**src/rtl/param_lifo_stack_pkg.sv**
```systemverilog
// Shared constants and helpers for the parametrised LIFO stack.
package param_lifo_stack_pkg;

  localparam int LIFO_MODE_REJECT = 0;
  localparam int LIFO_MODE_WRAP   = 1;

  // Occupancy needs one extra bit so that a completely full stack (count == DEPTH) fits.
  function automatic int lifo_count_width(input int depth);
    return $clog2(depth) + 1;
  endfunction

endpackage

```
**src/rtl/param_lifo_stack_if.sv**
```systemverilog
// Request/response bundle of the LIFO stack: the master drives requests, the stack (slave) drives status.
interface param_lifo_stack_if #(
  parameter int WIDTH = 32,
  parameter int DEPTH = 8
);
  import param_lifo_stack_pkg::*;

  localparam int CW = lifo_count_width(DEPTH);

  // push/pop are plain single-cycle requests sampled on every rising edge; there is no
  // backpressure. out_valid is a one-cycle strobe marking data_out as freshly popped.
  logic             push;
  logic             pop;
  logic [WIDTH-1:0] data_in;
  logic             clear_errors;
  logic [WIDTH-1:0] data_out;
  logic             out_valid;
  logic             full;
  logic             empty;
  logic [CW-1:0]    count;
  logic             overflow;
  logic             underflow;

  modport master (
    output push, pop, data_in, clear_errors,
    input  data_out, out_valid, full, empty, count, overflow, underflow
  );

  modport slave (
    input  push, pop, data_in, clear_errors,
    output data_out, out_valid, full, empty, count, overflow, underflow
  );

endinterface

```
**src/rtl/param_lifo_stack_storage_ram.sv**
```systemverilog
// Stack storage: one synchronous write port and one asynchronous read port; contents survive reset.
module lifo_storage_ram #(
  parameter int WIDTH = 32,
  parameter int DEPTH = 8,
  parameter int AW    = $clog2(DEPTH)
) (
  input  logic             clk_i,
  input  logic             we_i,
  input  logic [AW-1:0]    waddr_i,
  input  logic [WIDTH-1:0] wdata_i,
  input  logic [AW-1:0]    raddr_i,
  output logic [WIDTH-1:0] rdata_o
);

  logic [WIDTH-1:0] mem_q [DEPTH];

  always_ff @(posedge clk_i) begin
    if (we_i) begin
      mem_q[waddr_i] <= wdata_i;
    end
  end

  assign rdata_o = mem_q[raddr_i];

endmodule

```
**src/rtl/param_lifo_stack.sv**
```systemverilog
// Parametrised LIFO stack with reject/wrap full handling, occupancy count, sticky error
// flags, defined simultaneous push+pop and a registered pop output with a valid strobe.
module param_lifo_stack
  import param_lifo_stack_pkg::*;
#(
  parameter int WIDTH        = 32,
  parameter int DEPTH        = 8,
  parameter int WRAP_ON_FULL = LIFO_MODE_REJECT
) (
  input  logic                clock,
  input  logic                reset,
  param_lifo_stack_if.slave   bus
);

  localparam int PW = $clog2(DEPTH);
  localparam int CW = lifo_count_width(DEPTH);

  logic [PW-1:0]    top_q, top_d;
  logic [PW-1:0]    bot_q, bot_d;
  logic [CW-1:0]    cnt_q, cnt_d;
  logic [WIDTH-1:0] dout_q, dout_d;
  logic             valid_q, valid_d;
  logic             ovf_q, ovf_d;
  logic             unf_q, unf_d;

  logic             is_full;
  logic             is_empty;
  logic [PW-1:0]    top_m1;
  logic [WIDTH-1:0] rd_data;
  logic             we;
  logic [PW-1:0]    waddr;
  logic             ovf_set;
  logic             unf_set;

  assign is_full  = (cnt_q == CW'(DEPTH));
  assign is_empty = (cnt_q == '0);
  // DEPTH is a power of two, so pointer arithmetic wraps modulo DEPTH for free.
  assign top_m1   = top_q - PW'(1);

  lifo_storage_ram #(
    .WIDTH (WIDTH),
    .DEPTH (DEPTH),
    .AW    (PW)
  ) u_ram (
    .clk_i   (clock),
    .we_i    (we),
    .waddr_i (waddr),
    .wdata_i (bus.data_in),
    .raddr_i (top_m1),
    .rdata_o (rd_data)
  );

  always_comb begin
    top_d   = top_q;
    bot_d   = bot_q;
    cnt_d   = cnt_q;
    dout_d  = dout_q;
    valid_d = 1'b0;
    we      = 1'b0;
    waddr   = top_q;
    ovf_set = 1'b0;
    unf_set = 1'b0;

    unique case ({bus.push, bus.pop})
      2'b11: begin
        valid_d = 1'b1;
        if (is_empty) begin
          dout_d = bus.data_in;
        end else begin
          // Read of the old top entry happens before the edge writes the replacement.
          dout_d = rd_data;
          we     = 1'b1;
          waddr  = top_m1;
        end
      end
      2'b10: begin
        if (!is_full) begin
          we    = 1'b1;
          top_d = top_q + PW'(1);
          cnt_d = cnt_q + CW'(1);
        end else begin
          ovf_set = 1'b1;
          if (WRAP_ON_FULL == LIFO_MODE_WRAP) begin
            // When full, top equals bottom: this write overwrites the oldest entry.
            we    = 1'b1;
            top_d = top_q + PW'(1);
            bot_d = bot_q + PW'(1);
          end
        end
      end
      2'b01: begin
        if (!is_empty) begin
          dout_d  = rd_data;
          top_d   = top_m1;
          cnt_d   = cnt_q - CW'(1);
          valid_d = 1'b1;
        end else begin
          unf_set = 1'b1;
        end
      end
      default: begin
      end
    endcase

    // A new error in the same cycle as clear_errors wins.
    ovf_d = (ovf_q & ~bus.clear_errors) | ovf_set;
    unf_d = (unf_q & ~bus.clear_errors) | unf_set;
  end

  always_ff @(posedge clock) begin
    if (reset) begin
      top_q   <= '0;
      bot_q   <= '0;
      cnt_q   <= '0;
      dout_q  <= '0;
      valid_q <= 1'b0;
      ovf_q   <= 1'b0;
      unf_q   <= 1'b0;
    end else begin
      top_q   <= top_d;
      bot_q   <= bot_d;
      cnt_q   <= cnt_d;
      dout_q  <= dout_d;
      valid_q <= valid_d;
      ovf_q   <= ovf_d;
      unf_q   <= unf_d;
    end
  end

  assign bus.data_out  = dout_q;
  assign bus.out_valid = valid_q;
  assign bus.full      = is_full;
  assign bus.empty     = is_empty;
  assign bus.count     = cnt_q;
  assign bus.overflow  = ovf_q;
  assign bus.underflow = unf_q;

endmodule

```
**src/flat_wrapper.sv**
```systemverilog
// flat-port wrapper written by rule: the top's interface ports become plain ports
module param_lifo_stack_flat import param_lifo_stack_pkg::*;
#(
  parameter int WIDTH        = 32,
  parameter int DEPTH        = 8,
  parameter int WRAP_ON_FULL = LIFO_MODE_REJECT
)
  (clock, reset, bus_push, bus_pop, bus_data_in, bus_clear_errors, bus_data_out, bus_out_valid, bus_full, bus_empty, bus_count, bus_overflow, bus_underflow);
  param_lifo_stack_if #(.WIDTH(WIDTH), .DEPTH(DEPTH)) bus_i ();
  input  logic clock;
  input  logic reset;
  input wire logic [$bits(bus_i.push)-1:0] bus_push;
  input wire logic [$bits(bus_i.pop)-1:0] bus_pop;
  input wire logic [$bits(bus_i.data_in)-1:0] bus_data_in;
  input wire logic [$bits(bus_i.clear_errors)-1:0] bus_clear_errors;
  output wire logic [$bits(bus_i.data_out)-1:0] bus_data_out;
  output wire logic [$bits(bus_i.out_valid)-1:0] bus_out_valid;
  output wire logic [$bits(bus_i.full)-1:0] bus_full;
  output wire logic [$bits(bus_i.empty)-1:0] bus_empty;
  output wire logic [$bits(bus_i.count)-1:0] bus_count;
  output wire logic [$bits(bus_i.overflow)-1:0] bus_overflow;
  output wire logic [$bits(bus_i.underflow)-1:0] bus_underflow;
  assign bus_i.push = bus_push;
  assign bus_i.pop = bus_pop;
  assign bus_i.data_in = bus_data_in;
  assign bus_i.clear_errors = bus_clear_errors;
  assign bus_data_out = bus_i.data_out;
  assign bus_out_valid = bus_i.out_valid;
  assign bus_full = bus_i.full;
  assign bus_empty = bus_i.empty;
  assign bus_count = bus_i.count;
  assign bus_overflow = bus_i.overflow;
  assign bus_underflow = bus_i.underflow;
  param_lifo_stack #(.WIDTH(WIDTH), .DEPTH(DEPTH), .WRAP_ON_FULL(WRAP_ON_FULL)) u_core (.clock(clock), .reset(reset), .bus(bus_i));
endmodule
```
**config.mk**
```make
export PLATFORM = sky130hd
export DESIGN_NAME = param_lifo_stack_flat
export DESIGN_NICKNAME = d
export VERILOG_FILES = /design/src/rtl/param_lifo_stack_pkg.sv /design/src/rtl/param_lifo_stack_if.sv /design/src/rtl/param_lifo_stack_storage_ram.sv /design/src/rtl/param_lifo_stack.sv /design/src/flat_wrapper.sv
export SDC_FILE = /design/constraint.sdc
export NUM_CORES = 1
export LEC_CHECK = 0
export CAP_MARGIN = 25
export CORE_MARGIN = 2
export CORE_UTILIZATION = 45
export CTS_CLUSTER_DIAMETER = 30
export DETAILED_ROUTE_END_ITERATION = 12
export DONT_BUFFER_PORTS = 1
export PLACE_DENSITY = 0.63
export SETUP_SLACK_MARGIN = 0.4
export SYNTH_ARGS = -nofsm -noshare
export SYNTH_HDL_FRONTEND = slang
export SYNTH_HIERARCHICAL = 1
export SYNTH_SLANG_ARGS = --single-unit
```
**constraint.sdc**
```tcl
create_clock -name clock -period 4.6 [get_ports clock]
set_input_delay 0.46 -clock clock [delete_from_list [all_inputs] [get_ports clock]]
set_output_delay 0.46 -clock clock [all_outputs]
set_load 0.005 [all_outputs]
```
==> summary.md, run 1 <==
| Metric | Value |
|---|---|
| Outcome | `finished clean` |
| Clock Skew | `0.0216 ns` |
| Clk_lat worst skew | `0.56 ns` |
| Worst-path clk slew | `0.05 ns` |
| Starting Density | `46.1%` |
| Post-DP HPWL | `13,700 µm` |
| Cell Rows | `59` |
| Htree depth | `2` |
| # DRC | `0` |
| Dpl cells | `945` |
| Area of the multi-input gates | `0.00331 mm²` |
| Hold Vio Cnt, Final | `0` |
| CP startpoint | `u_core/bus.count[1]` |
| Max Fanout on Critical Path | `21` |
| Post-synthesis sequential area ratio | `70.8%` |
| CTS tree | `yes` |
| Top_reg_cell synth | `edfxtp_1` |
| Largest net degree at the start of global routing | `72` |
| Die Area | `0.0281 mm²` |
| FF-to-FF setup slack | `1.24 ns` |
| PwrDens | `574 mW/mm²` |
| Post-CTS Setup Inserts | `0` |
| Synthesized flop and latch total | `298` |
| Unique cell type count in the Yosys netlist | `38` |
| First-pass GRT wire length | `39,400 µm` |
| Number of flops mapped to enable cells by yosys | `256` |
| Post-synth top area cell | `edfxtp_1` |
| Endpoints failing setup | `0` |
| P_leak | `0.00504 µW` |
| Worst Path Arrival | `3.60 ns` |
| Kind of critical path | `reg2reg` |
| Die width | `168 µm` |
| Asr flop ratio synth | `0%` |
| Max-Cap Viols | `0` |
| DR iter-0 viols | `573` |
| Vias | `6,206` |
| Pre-antenna DRT Iters | `5` |
| GP Congestion | `0.742` |
| Gr ovfl total | `0` |
| Most common cell in the netlist | `edfxtp_1` |
| Share of the synthesized area in the top cell type | `63.9%` |
| Critical Path Sink | `u_core/u_ram/mem_q[5][24]` |
| Worst-margin pin slew | `0.895 ns` |
| Yosys warnings | `6` |
| Initial antenna violation count | `0` |
| Mapped Area | `0.0120 mm²` |
| TritonCTS Buffers | `58` |
| Total Wirelength | `25,200 µm` |
| Critical Path Source Type | `flop` |
| I/O Buffers | `0` |
| Syn Area/Cell | `18.9 µm²` |
| R2r startpoint | `u_core/bus.count[1]` |
| RSZ-0062 raised after global routing | `false` |
| Antenna Nets Post-Route | `0` |
| R2R Path End | `u_core/u_ram/mem_q[5][24]` |
| Area occupied by registers | `0.00853 mm²` |
| Setup TNS | `0 ns` |
| Die H | `168 µm` |
| Vias in the first global route | `6,666` |
| CP Data Required Time | `4.84 ns` |
| Clock Path Buffers | `3` |
| Syn_nets | `677` |
| # clock sinks | `298` |
| Synthesized instance count | `637` |
| Worst hold path type | `in2reg` |
| Finished Layout Cells | `1,091` |
| Hold Path Stages | `2` |
| Maximum vdd drop | `0.000383 V` |
| Fin crit period | `3.36 ns` |
| Layout cells sized above 1 | `26.7%` |
| Max Slew Vio Count | `0` |
| Final instance area | `0.0149 mm²` |
| Period Utilization, post-route | `73.0%` |
| Core Region | `0.0261 mm²` |
| Post-DR wirelength/cell | `23.1 µm` |
| Via/cell ratio | `5.69` |
| Fmax | `0.298 GHz` |
| Top cells by area, synth | `edfxtp_1, mux4_1, dfxtp_1` |
| CP Capture Type | `flop` |
| Hold_ws | `0.0714 ns` |
| Most frequent cells after synthesis | `edfxtp_1, nor2_1, dfxtp_1` |
| Filler cells | `1,941` |
| Final net count | `747` |
| GRT Overall Usage | `18.5%` |
| Area Overhead vs Synth | `23.9%` |
| Slew margin rel. | `40.4%` |
| Ant. Diodes | `0` |
| Root Driver | `clkbuf_16` |
| Boundary Pins | `78` |
| R2R cell count | `6` |
| Dpl cell area | `0.0125 mm²` |
timing repair:
item / in CTS / in global routing
setup endpoints to repair: 0 / 0
endpoints found under the hold margin: 298 / 0
gates resized for setup: 0 / 0
hold buffers: 36 / 0
stage by stage:
| stage | worst slack, ns | utilization [%] | total power [µW] |
|---|---|---|---|
| after detailed placement | 1.23 | 47.7 | 4240 |
| final | 1.24 | 57.1 | 8570 |
| after CTS | 1.23 | 57.0 | 8640 |
| after global routing | 1.08 | 57.1 | 8880 |
| after global placement | 1.35 | 47.3 | 4210 |
| after floorplan | 0.412 | - | 4020 |
routing by layer:
layer | vias to the layer above | global-route usage [%] | part of all wire, %
met4 | 0 | 4.84 | 1.3
met3 | 28 | 4.56 | 7.5
met2 | 217 | 30.0 | 49
met1 | 3187 | 25.3 | 43
met5 | - | 0 | 0
li1 | 2774 | - | -
worst max-delay path, stage by stage (launching register included):
cell      delay [ns]
dfxtp_1         0.42
or4_4           0.58
and3_1          0.25
xnor2_1         0.49
nand2b_1        0.27
nor2_4          0.67
buf_4           0.36
power by group:
group,total (µW),leakage (µW),switching [µW],internal [µW]
Sequential,3180,0.00266,69.5,3110
Clock,4310,0.000973,1430,2880
Combinational,1070,0.00140,581,493
cells in the final DEF (no fill, tap or decap), types with 8 or more instances in the layout:
master | synthesis | routed
edfxtp_1 | 256 | 256
clkbuf_16 | 0 | 58
dfxtp_1 | 42 | 42
nor2_1 | 47 | 41
mux4_1 | 40 | 40
nand3b_1 | 36 | 36
dlygate4sd3_1 | 0 | 34
mux2_2 | 32 | 32
o21ai_0 | 26 | 26
a211oi_1 | 26 | 26
mux4_2 | 24 | 24
buf_4 | 1 | 10
inv_6 | 0 | 9
bufinv_16 | 0 | 9
clkinv_4 | 0 | 9
clkinvlp_4 | 0 | 8
area by class of cell:
class | count | share of cell area [%]
clock buffer | 66 | 10.1
clock inverter | 43 | 3.68
inverter | 5 | 0.143
multi-input combinational | 292 | 22.2
sequential | 298 | 57.2
tap | 335 | 2.81
timing repair buffer | 52 | 3.91
cell families after synthesis:
kind of cell,count (synthesis),share of synthesized area [%]
DFF,298,70.8
muxes,98,16.4
adders and majority gates,3,0.312
and+or+nand+nor,104,4.82
AOI/OAI and AO/OA,79,4.74
buffers and inverters,47,2.32
xor gates and xnor gates,8,0.582
flip-flops by register name (all words and copies together), names as in the netlist:
name / count
u_core/u_ram/mem_q: 256
u_core/top_q: 3
u_core/bus.count: 4
u_core/bus.out_valid: 1
u_core/bus.data_out: 32
u_core/bus.underflow: 1
u_core/bus.overflow: 1
how the worst min path moves through the flow:
| stage | to | start |
|---|---|---|
| 2_1_floorplan | u_core/bus.overflow | u_core/bus.overflow |
| 3_3_place_gp | u_core/bus.overflow | u_core/bus.overflow |
| 3_5_place_dp | u_core/bus.overflow | u_core/bus.overflow |
| 4_1_cts | u_core/bus.overflow | bus_push |
| 5_1_grt | u_core/bus.overflow | bus_push |
| 6_report | u_core/bus.overflow | bus_push |
Power figures use the tool's default switching activity.
==> run 2: changes to the inputs <==
==> constraint.sdc (replaced) <==
create_clock -name clock -period 3.35 [get_ports clock]
set_input_delay 0.335 -clock clock [delete_from_list [all_inputs] [get_ports clock]]
set_output_delay 0.335 -clock clock [all_outputs]
set_load 0.005 [all_outputs]
==> summary.md, run 2 (synthesized netlist as in run 1, its figures left out) <==
| Metric | Value |
|---|---|
| Most common cell after layout, fill and taps aside | `edfxtp_1` |
| Die width | `168 µm` |
| CTS tree | `yes` |
| Die Area | `0.0281 mm²` |
| Max Fanout on Critical Path | `32` |
| RSZ-0062 raised after global routing | `false` |
| GRT Overall Usage | `18.6%` |
| CP Capture Type | `flop` |
| Hold Crit Start | `bus_clear_errors` |
| Cell Rows | `59` |
| FF-to-FF setup slack | `0.54 ns` |
| CP cell instances | `or4_4 -> and3_1 -> nand2_1 -> xnor2_1 -> nand2_1 -> nor3_4 -> buf_4` |
| # DRC | `0` |
| Outcome | `finished clean` |
| Finished Core Util | `57.3%` |
| DR iter-0 viols | `517` |
| PwrDens | `778 mW/mm²` |
| Starting Density | `46.1%` |
| Clock Path Buffers | `3` |
| Final instance area | `0.0150 mm²` |
| Post-DP HPWL | `13,200 µm` |
| Sink of the worst hold path | `u_core/bus.underflow` |
| First-pass GRT wire length | `39,700 µm` |
| Endpoints failing setup | `0` |
| Final net count | `757` |
| Vias | `6,265` |
| Htree depth | `2` |
| Area Overhead vs Synth | `24.5%` |
| R2R cell count | `7` |
| Boundary Pins | `78` |
| R2R Path End | `u_core/u_ram/mem_q[4][13]` |
| CP max stage cell | `or4_4` |
| Slew margin rel. | `42.1%` |
| Crit path buffers/inverters | `1` |
| Worst-path clk slew | `0.05 ns` |
| Period Utilization, post-route | `84.0%` |
| Hold_ws | `0.0474 ns` |
| Critical Path Source Type | `flop` |
| Kind of critical path | `reg2reg` |
| CP Data Required Time | `3.52 ns` |
| Commonest non-fill, non-tap cells in the layout | `edfxtp_1, clkbuf_16, dfxtp_1` |
| Max reg flops | `256` |
| Dpl ws | `0.532 ns` |
| Total Wirelength | `26,000 µm` |
| Hold Vio Cnt, Final | `0` |
| Root Driver | `clkbuf_16` |
| Die H | `168 µm` |
| Gr ovfl total | `0` |
| GRT met1 Usage | `25.2%` |
| Worst hold path type | `in2reg` |
| Layout cells sized above 1 | `28.0%` |
| CP delay by family, top | `simple AND/OR/NAND/NOR gates` |
| Maximum vdd drop | `0.000487 V` |
| Largest net degree at the start of global routing | `66` |
| Cell mode on critical path | `nand2_1` |
| Worst Path Arrival | `2.99 ns` |
| # clock sinks | `298` |
| Crit-path max cell delay | `0.61 ns` |
| Antenna Nets Post-Route | `0` |
| R2r startpoint | `u_core/bus.count[0]` |
| Initial antenna violation count | `0` |
| Hold Path Stages | `3` |
| I/O Buffers | `0` |
| Post-DR wirelength/cell | `23.7 µm` |
| Met3 usage | `4.85%` |
| Ant. Diodes | `0` |
| Max Slew Vio Count | `0` |
| Pre-antenna DRT Iters | `4` |
| Max-Cap Viols | `0` |
| Fmax | `0.356 GHz` |
| Clock Skew | `0.0148 ns` |
| Setup ws final | `0.537 ns` |
| Core Region | `0.0261 mm²` |
| Fin crit period | `2.81 ns` |
| GP Congestion | `0.722` |
| Vias in the first global route | `6,598` |
| Setup TNS | `0 ns` |
| Top reg by flops | `u_core/u_ram/mem_q` |
| Dpl cell area | `0.0125 mm²` |
| Clk_lat worst skew | `0.55 ns` |
| Most Used Layer, Global Route | `met2` |
| Met2 usage | `30.6%` |
| Via/cell ratio | `5.70` |
| Worst-margin pin slew | `0.868 ns` |
| P_leak | `0.00510 µW` |
| TritonCTS Buffers | `55` |
-- run 2: cell types whose count changed in the layout (fill, tap and decap cells not counted), sizes merged, moves of 2 or more --
cell	change
clkinv	-6
clkinvlp	-2
buf	+11
inv	+6
-- run 2: cell type report --
type,count,area (µm²)
clock buffers,64,1460
multi-input cells,292,3320
clock inverters,40,513
inverters,5,26.3
fillers,1974,11100
flip-flops and latches,298,8530
well taps,335,419
repair buffers,65,721
-- run 2: worst max path at each step --
stage | to | depth (start not counted) | start
global route | u_core/bus.data_out[0] | 6 | u_core/bus.count[1]
finish | u_core/u_ram/mem_q[4][13] | 7 | u_core/bus.count[0]
CTS | u_core/bus.data_out[0] | 8 | u_core/top_q[0]
detailed placement | u_core/u_ram/mem_q[1][21] | 8 | u_core/bus.count[1]
floorplan | u_core/u_ram/mem_q[3][0] | 6 | u_core/bus.count[1]
global placement | u_core/u_ram/mem_q[1][9] | 8 | u_core/bus.count[0]
-- run 2: stage by stage --
step	cells	power [µW]
2_1_floorplan	637	5520
3_3_place_gp	948	5820
3_5_place_dp	948	5850
4_1_cts	1089	11700
5_1_grt	1099	12100
6_report	1099	11700
-- run 2: layer usage --
layer	part of all wire (%)	wire length, µm
met4	1.4	366
met3	6.5	1700
met1	43	11300
met5	0	0
met2	49	12600
-- run 2: power by group --
group | internal (µW) | leakage (µW) | switching, µW
Clock | 3800 | 0.000955 | 1920
Sequential | 4270 | 0.00266 | 101
Combinational | 728 | 0.00148 | 833
Total | 8810 | 0.00510 | 2850
-- run 2: worst reg2reg max path, delay by kind of cell, from the launching register on --
family        cells  cell delay (ns)
flops             1             0.40
buf+inv           1             0.49
xor+xnor          1             0.13
simple gates      5             1.42
-- run 2: timing repair --
action	in CTS	in global routing
setup endpoints to repair	0	10
hold buffers	37	0
gates resized for setup	0	3
endpoints found under the hold margin	298	0
buffers inserted	0	8
==> run 3: changes to the inputs <==
==> constraint.sdc (replaced) <==
create_clock -name clock -period 2.8 [get_ports clock]
set_input_delay 0.28 -clock clock [delete_from_list [all_inputs] [get_ports clock]]
set_output_delay 0.28 -clock clock [all_outputs]
set_load 0.005 [all_outputs]
==> summary.md, run 3 (synthesized netlist as in run 1, its figures left out) <==
| Metric | Value |
|---|---|
| Outcome | `complete, but fails checks` |
| Failing checks | `negative hold slack` |
| Cell Rows | `59` |
| Fin crit period | `2.42 ns` |
| Post-DP HPWL | `13,700 µm` |
| DR iter-0 viols | `528` |
| Max Fanout on Critical Path | `10` |
| CP Capture Type | `flop` |
| Gr ovfl total | `0` |
| Clock Skew | `0.0229 ns` |
| # DRC | `0` |
| Sw frac | `23.9%` |
| Via/cell ratio | `5.76` |
| Die width | `168 µm` |
| Area of the multi-input gates | `0.00339 mm²` |
| Filler cells | `1,872` |
| Htree depth | `2` |
| Endpoints failing setup | `0` |
| Layout cells sized above 1 | `30.1%` |
| P_leak | `0.00535 µW` |
| Clock Path Buffers | `3` |
| Most Used Layer, Global Route | `met2` |
| Area occupied by registers | `0.00853 mm²` |
| GP Congestion | `0.713` |
| Slew margin rel. | `45.5%` |
| Crit path buffers/inverters | `1` |
| Worst-margin pin slew | `0.815 ns` |
| CP cell instances | `or4_4 -> and3_4 -> a21oi_2 -> nand2b_1 -> nor2_4 -> buf_4` |
| Period Utilization, post-route | `86.4%` |
| GRT Overall Usage | `19.7%` |
| Max reg flops | `256` |
| Vias in the first global route | `6,952` |
| Max Slew Vio Count | `0` |
| Hold_ws | `-0.0135 ns` |
| # clock sinks | `298` |
| Fmax | `0.413 GHz` |
| I/O Buffers | `0` |
| Vias | `6,468` |
| Total power | `14,400 µW` |
| Setup TNS | `0 ns` |
| Clock power frac | `49.4%` |
| CP delay by family, top | `simple AND/OR/NAND/NOR gates` |
| Worst hold path type | `in2reg` |
| CTS tree | `yes` |
| Die H | `168 µm` |
| Final net count | `777` |
| Post-DR wirelength/cell | `25.3 µm` |
| Hold Vio Cnt, Final | `6` |
| Root Driver | `clkbuf_16` |
| Worst Path Arrival | `2.66 ns` |
| Sequential share of power | `36.3%` |
| Antenna Nets Post-Route | `0` |
| Gate power share | `14.3%` |
| First-pass GRT wire length | `41,800 µm` |
| RSZ-0062 raised after global routing | `true` |
| Worst-path clk slew | `0.05 ns` |
| Max-Cap Viols | `0` |
| Die Area | `0.0281 mm²` |
| Crit-path max cell delay | `0.58 ns` |
| Most common cell after layout, fill and taps aside | `edfxtp_1` |
| Total net switching power | `3450 µW` |
| Critical Path Source Type | `flop` |
| GRT met1 Usage | `25.2%` |
| Starting Density | `46.1%` |
| Met2 usage | `33.2%` |
| Clk_lat worst skew | `0.57 ns` |
| Boundary Pins | `78` |
| Largest net degree at the start of global routing | `66` |
| Cell internal pwr | `11,000 µW` |
| TritonCTS Buffers | `59` |
| Met3 usage | `5.13%` |
| Kind of critical path | `reg2reg` |
| Commonest non-fill, non-tap cells in the layout | `edfxtp_1, clkbuf_16, nor2_1` |
| PwrDens | `931 mW/mm²` |
| Total Wirelength | `28,400 µm` |
| Pre-antenna DRT Iters | `5` |
| Initial antenna violation count | `1` |
| Top reg by flops | `u_core/u_ram/mem_q` |
| Core Region | `0.0261 mm²` |
| CP Data Required Time | `3.04 ns` |
| CP max stage cell | `or4_4` |
| Maximum vdd drop | `0.000500 V` |
| Area Overhead vs Synth | `28.7%` |
==> run 3: cell types whose count changed in the layout (fill, tap and decap cells not counted), sizes merged <==
cell         change
diode            +1
dlygate4sd3      +4
clkinv           +6
inv             -12
clkbuf          +16
buf              +9
==> run 3: power groups by stage <==
stage / Combinational, µW / Clock [µW] / Sequential (µW)
3_5_place_dp: 1740 / 0 / 5320
4_1_cts: 1930 / 7210 / 5240
2_1_floorplan: 1360 / 0 / 5270
5_1_grt: 2220 / 7470 / 5260
6_report: 2070 / 7130 / 5240
3_3_place_gp: 1720 / 0 / 5310
==> run 3: worst reg2reg max path: stages, from the launching register on <==
cell and delay (ns):
dfxtp_4 0.37, or4_4 0.59, and3_4 0.21, a21oi_2 0.31, nand2b_1 0.22, nor2_4 0.17, buf_4 0.25
==> run 3: stage by stage <==
| step | hold WS, ns | util (%) | instance area [µm²] | std cells | worst slack [ns] |
|---|---|---|---|---|---|
| 5_1_grt | -0.00227 | 59.3 | 15500 | 1123 | 0.311 |
| 4_1_cts | -0.223 | 58.3 | 15200 | 1108 | 0.370 |
| 2_1_floorplan | 0.379 | - | 12100 | 637 | 0.0636 |
| 3_3_place_gp | 0.356 | 48.6 | 12700 | 956 | 0.355 |
| 6_report | -0.0135 | 59.3 | 15500 | 1123 | 0.380 |
| 3_5_place_dp | 0.359 | 48.6 | 12700 | 956 | 0.332 |
==> run 3: path summary, 6_finish.rpt <==
| check | start | to | slack [ns] | cells past startpoint |
|---|---|---|---|---|
| worst max-delay path | u_core/bus.count[0] | u_core/u_ram/mem_q[2][20] | 0.38 | 6 |
| worst min-delay path | bus_push | u_core/bus.data_out[29] | -0.01 | 3 |
| worst max register to register | u_core/bus.count[0] | u_core/u_ram/mem_q[2][20] | 0.38 | 6 |
| worst min register to register | u_core/bus.data_out[23] | u_core/bus.data_out[23] | 0.52 | 2 |
==> run 3: per-layer routing <==
layer | up-vias | part of all wire (%) | routed length (µm)
met5 | - | 0 | 0
met4 | 0 | 1.9 | 535
met3 | 50 | 7.1 | 2020
met2 | 220 | 49 | 13900
met1 | 3359 | 42 | 11900
li1 | 2839 | - | -
==> run 3: final cells by class <==
| class | instances | share of cell area [%] |
|---|---|---|
| Clock inverter | 34 | 2.64 |
| Inverter | 5 | 0.137 |
| Clock buffer | 77 | 10.7 |
| Timing Repair Buffer | 81 | 6.89 |
| Sequential cell | 298 | 55.1 |
| Multi-Input combinational cell | 292 | 21.9 |
| Tap cell | 335 | 2.70 |
| Antenna cell | 1 | 0.0161 |
==> run 3: timing repair <==
action / 4_1_cts / 5_1_grt
hold endpoints to repair: 298 / 37
setup buffers: 2 / 6
hold buffers: 37 / 4
endpoints found under the setup margin: 158 / 184
gates cloned: 2 / 4
pin swaps: 0 / 5
resized for setup: 5 / 10
